[config.mk]
export PLATFORM = sky130hd
export DESIGN_NAME = key_repeat_sequencer
export DESIGN_NICKNAME = d
export VERILOG_FILES = /design/src/rtl/key_repeat_sequencer.sv
export SDC_FILE = /design/constraint.sdc
export NUM_CORES = 1
export LEC_CHECK = 0
export CAP_MARGIN = 0
export CORE_MARGIN = 2
export CORE_UTILIZATION = 53
export CTS_CLUSTER_SIZE = 10
export DETAILED_ROUTE_END_ITERATION = 7
export PLACE_DENSITY_LB_ADDON = 0.12
export SLEW_MARGIN = 30
export SYNTH_ARGS = -nofsm -noshare
export SYNTH_HDL_FRONTEND = slang
export SYNTH_SLANG_ARGS = --single-unit
export TNS_END_PERCENT = 10
[constraint.sdc]
create_clock -name Clk -period 5.3 [get_ports Clk]
set_input_delay 1.06 -clock Clk [delete_from_list [all_inputs] [get_ports Clk]]
set_output_delay 1.06 -clock Clk [all_outputs]
set_load 0.05 [all_outputs]
[src/rtl/key_repeat_sequencer.sv]
// rtl/key_repeat_sequencer.sv - held-key auto-repeat step sequencer driving an external start/done timer pair
module key_repeat_sequencer #(
    parameter int CNT_W     = 8,
    parameter bit REPEAT_EN = 1'b1
) (
    input  logic             Clk,
    input  logic             Reset,
    input  logic             Key_Held,
    input  logic             Timer_Done,
    output logic             Timer_Start,
    output logic             Timer_Long,
    output logic             Step,
    output logic             Repeating,
    output logic [CNT_W-1:0] Step_Count
);

    localparam logic [1:0] IDLE        = 2'd0;
    localparam logic [1:0] WAIT_FIRST  = 2'd1;
    localparam logic [1:0] WAIT_REPEAT = 2'd2;
    localparam logic [1:0] HOLD        = 2'd3;

    logic [1:0]       state;
    logic             key_prev;
    logic             press;
    logic             timer_ok;
    logic [CNT_W-1:0] count_next;

    assign press = Key_Held & ~key_prev;
    // The timer only loads on the edge after Start, so its Done is stale while Start is high.
    assign timer_ok   = Timer_Done & ~Timer_Start;
    assign count_next = (&Step_Count) ? Step_Count : Step_Count + CNT_W'(1);

    always_ff @(posedge Clk) begin
        if (Reset) begin
            state       <= IDLE;
            key_prev    <= 1'b1;
            Timer_Start <= 1'b0;
            Timer_Long  <= 1'b1;
            Step        <= 1'b0;
            Repeating   <= 1'b0;
            Step_Count  <= '0;
        end else begin
            key_prev    <= Key_Held;
            Step        <= 1'b0;
            Timer_Start <= 1'b0;
            case (state)
                IDLE: begin
                    Step_Count <= '0;
                    Repeating  <= 1'b0;
                    Timer_Long <= 1'b1;
                    if (press) begin
                        Step       <= 1'b1;
                        Step_Count <= CNT_W'(1);
                        if (REPEAT_EN) begin
                            Timer_Start <= 1'b1;
                            state       <= WAIT_FIRST;
                        end else begin
                            state <= HOLD;
                        end
                    end
                end
                WAIT_FIRST: begin
                    if (!Key_Held) begin
                        state      <= IDLE;
                        Step_Count <= '0;
                    end else if (timer_ok) begin
                        Step        <= 1'b1;
                        Step_Count  <= count_next;
                        Timer_Start <= 1'b1;
                        Timer_Long  <= 1'b0;
                        Repeating   <= 1'b1;
                        state       <= WAIT_REPEAT;
                    end
                end
                WAIT_REPEAT: begin
                    // Release takes priority over a coincident Done.
                    if (!Key_Held) begin
                        state      <= IDLE;
                        Step_Count <= '0;
                        Repeating  <= 1'b0;
                        Timer_Long <= 1'b1;
                    end else if (timer_ok) begin
                        Step        <= 1'b1;
                        Step_Count  <= count_next;
                        Timer_Start <= 1'b1;
                    end
                end
                HOLD: begin
                    if (!Key_Held) begin
                        state      <= IDLE;
                        Step_Count <= '0;
                    end
                end
                default: state <= IDLE;
            endcase
        end
    end

endmodule

[After elaboration in Yosys (flattened, before gate mapping)]
Cells that the tools add are included.
Cells by class
  reductions and logical operators: 8
  add/sub/neg operators: 1
  eq/ne operators: 12
  multiplexer cells: 23
  bitwise logic cells: 4
Operators with widths (count)
  $mux 8: 4
  $pmux 8 s3: 1
  $ne 2x2->1 const B: 6
  $mux 1: 10
  $add 8x1->8 const B: 1
  $mux 2: 4
  $reduce_and 8->1: 1
  $ne 3x3->1 const B: 2
  $pmux 1 s3: 2
  $pmux 2 s3: 1
  $reduce_and 3->1: 2
  $eq 2x2->1 const B: 2
  $reduce_and 4->1: 1
  $reduce_or 2->1: 2
  $ne 3x2->1 const B: 1
  $reduce_bool 3->1: 1
  $and 1x1->1: 2
  $eq 2x1->1 const B: 1
  $logic_not 2->1: 1
  $not 1->1: 2
  $pmux 1 s2: 1
Word-level totals
  flip-flop bits (word level): 14
  input bits: 4
  word-level logic and storage cells: 54
  output and inout bits: 12

[Depth between registers and ports, before layout]
  depth in word-level cells: 5
  gate-level depth with buffers: 6
  depth with buffers taken out: 6

[Worst setup path before layout]
OpenSTA, ideal clock, no wires.
  path type: in2reg
  start: in Key_Held
  end: reg Step_Count[3]
  slack: 3.208 ns
  path buffers: 1
  data required time: 5.170 ns
  arrival time: 1.962 ns
  stages on the path: 5
  setup time: 0.130 ns
  cells stage by stage: buf_2 > nand3_1 > or3_2 > nand4b_1 > a21oi_1
On the way
  cells in the longest elaborated chain, start to end: 2
  elaborated cells on any way between the ends: 6
  classes of those cells: eq/ne: 3; mux: 2; reduce/logical: 1
Ends and longest elaborated chain
  start, declared: RTL line 8  | input logic Key_Held,
  $ne 3x3->1 (no source line), or another cell as far along
  $reduce_and 3->1 (no source line) / $pmux 8 s3 (equally long branches)
  end signal, assigned: RTL line 68  | Step_Count <= count_next;
  end signal, assigned: RTL line 84  | Step_Count <= count_next;
  end, declared: RTL line 14  | output logic [CNT_W-1:0] Step_Count
Parallel ways exist; a longest one is shown, timed or not.
A chain may end at the register's enable or synchronous reset.

[Final worst setup path]
  start: reg Step_Count[3]
  end: out Step_Count[3]
No word-level cell between the ends.

==> impl_results.md <==
- Least-Margin Pin Slew: 0.584 ns
- Final Cycle Share: 50.5%
- Postcts setup bufs: 0
- Reg power frac: 38.5%
- First-pass GRT wire length: 3.15 mm
- # setup viols final: 0
- Final Skew: 0.00208 ns
- Crit path max fanout: 9
- Distinct cell type count after synthesis: 37
- WL per Instance: 13.9 um
- Clock Sinks: 14
- Net Sw Frac: 37.2%
- Net switching power: 0.120 mW
- Fmax achieved: 0.374 GHz
- Kind of critical path: register to primary output
- Int Pwr: 0.203 mW
- Seq cells post-synth: 14
- Port Buffer Count: 15
- Final Hold Viols: 0
- Fillers: 120
- Crit path max-delay family: buffers and inverters
- Crit path buffers/inverters: 1
- Arr. time, crit path: 1.62 ns
- Initial Util: 56.1%
- Vias in the first global route: 708
- Ys flop type: dfxtp_1
- CTS resizes: 0
- Residual DRC: 0
- Hold/Removal Path Class: register to register
- Setup TNS: 0 ns
- Syn_area_per_cell: 8.10 um^2
- Slew HR: 60.8%
- Clk Latency, worst-skew pair: 0.28 ns
- Hpwl dp: 1.38 mm
- Die X: 43.7 um
- Final net count: 131
- Antenna Cells: 0
- Worst-path clk slew: 0.09 ns
- Max-Cap Viols: 0
- Io pins: 16
- Max-slew violation count: 0
- Min Hold Slack: 0.487 ns
- Root Driver: clkbuf_4
- Core area: 1490 um^2
- Area Overhead vs Synth: 22.8%
- Number of vias per cell: 6.10
- Worst vdd ir: 0.000293 V
- Die Ht: 43.7 um
- Critical Path RT: 4.24 ns
- Crit path max-delay cell type: clkdlybuf4s50_1
- Antenna viol nets, final: 0
- CTS tree: built
- Drt pass-1 iters: 4
- CTS Hold Buffers Added: 0
- Startpoint Class: register
- Mapped Area: 835 um^2
- Clock Path Buffers: 2
- GR Overflow Total: 0
- Asr flop ratio synth: 0%
- Setup crit end kind: primary output
- Combinational share of power: 37.4%
- Num CTS Buffers: 3
- CTS H-tree depth: 1
- Yosys Warn Count: 0
- Pwr/cell area: 316 nW/um^2
- GR Util All Layers: 21.7%
- Post-synth EDFFs: 0
- Largest net degree at the start of global routing: 12
- Initial antenna violation count: 0
- Standard-cell rows: 14
- Leak: 0.363 nW
- Detailed Route WL: 1.88 mm
- Outcome: finished clean
- GPL Wtd Cong: 0.841
- Clock Power Share: 24.1%
- Via count: 824
- DR iter-0 viols: 45
- Minimum clock period: 2.68 ns
- Register area share after synthesis: 33.6%
- RSZ-0062 raised after global routing: no
- Die area: 1910 um^2
- Max incr delay on CP: 0.86 ns
- Critical-path cell list: clkdlybuf4s50_1
- Share of cells above drive strength 1: 5.04%
- Mapped Cells: 103
- Synthesized Nets: 114
## cell families after synthesis
family / Yosys count / synth area share [%]
and+or+nand+nor: 46 / 28.0
AOI/OAI and AO/OA: 26 / 20.5
DFF: 14 / 33.6
buffers and inverters: 7 / 3.75
adders and majority gates: 7 / 10.5
muxes: 3 / 3.60
## metal layers
layer | up-vias | track usage [%] | share of wire, %
met5 | - | 0 | 0
met1 | 370 | 32.1 | 49
met4 | 0 | 9.09 | 1.4
met2 | 36 | 30.9 | 42
li1 | 413 | - | -
met3 | 5 | 3.75 | 6.9
## layout by cell type, fill, tap and decap left out, types with 6 or more instances in the layout
cell             instances
a21oi_1                  7
ha_1                     7
dfxtp_1                 14
nor2_1                   9
nand3_1                  6
clkdlybuf4s50_1         15
nand2_1                 12
## sequential cells by signal (all words and copies together) (netlist names)
register	count
key_prev	1
state	2
Repeating	1
Step	1
Step_Count	8
Timer_Long	1
## power by group through the flow
stage	registers (mW)	clock network [mW]	logic, mW
after floorplan	0.146	0	0.0709
after global placement	0.127	0	0.117
after detailed placement	0.127	0	0.119
after CTS	0.125	0.0782	0.120
after global routing	0.127	0.0833	0.131
final	0.125	0.0778	0.121
## path summary, 6_finish.rpt
| path | from | endpoint | slack [ns] | depth (start not counted) |
|---|---|---|---|---|
| worst min-delay path | Timer_Long$_SDFFE_PP1P_ | Timer_Long$_SDFFE_PP1P_ | 0.49 | 2 |
| worst max register to register | state[0]$_SDFFE_PP0P_ | Step_Count[2]$_SDFFE_PP0P_ | 3.26 | 6 |
| worst min register to register | Timer_Long$_SDFFE_PP1P_ | Timer_Long$_SDFFE_PP1P_ | 0.49 | 2 |
| worst max-delay path | Step_Count[3]$_SDFFE_PP0P_ | Step_Count[3] | 2.62 | 1 |
## synth_stat cells (2+ instances only)
master / n / area share (%)
nand2_1: 12 / 5.4
mux2i_1: 3 / 3.6
nor3_1: 3 / 1.8
dfxtp_1: 14 / 34
ha_1: 7 / 10
o21a_1: 2 / 1.8
inv_1: 3 / 1.3
a211oi_1: 2 / 1.8
nor2b_1: 3 / 2.2
nor2_1: 9 / 4.0
nand3_1: 6 / 3.6
a31oi_1: 2 / 1.5
o31ai_1: 3 / 2.7
nand3b_1: 2 / 1.8
a21oi_1: 7 / 4.2
nand4_1: 2 / 1.5
o21ai_0: 3 / 1.8
## area by class of cell
class | count | area (um^2) | area share, %
flip-flops and latches | 14 | 280 | 27.4
repair buffers | 15 | 150 | 14.7
multi-input cells | 82 | 523 | 51.0
inverters | 4 | 15.0 | 1.47
clock buffers | 4 | 36.3 | 3.54
well taps | 16 | 20.0 | 1.95
## per-stage QoR
step	util (%)	power, mW	cells	setup WS (ns)	area, um^2
after floorplan	-	0.216	103	3.21	835
after global placement	66.4	0.244	131	2.44	988
after detailed placement	66.4	0.246	131	2.45	988
after CTS	68.8	0.322	135	2.62	1020
after global routing	68.8	0.341	135	2.55	1020
final	68.8	0.323	135	2.62	1020
No activity file was read; power rests on OpenSTA's default activity.
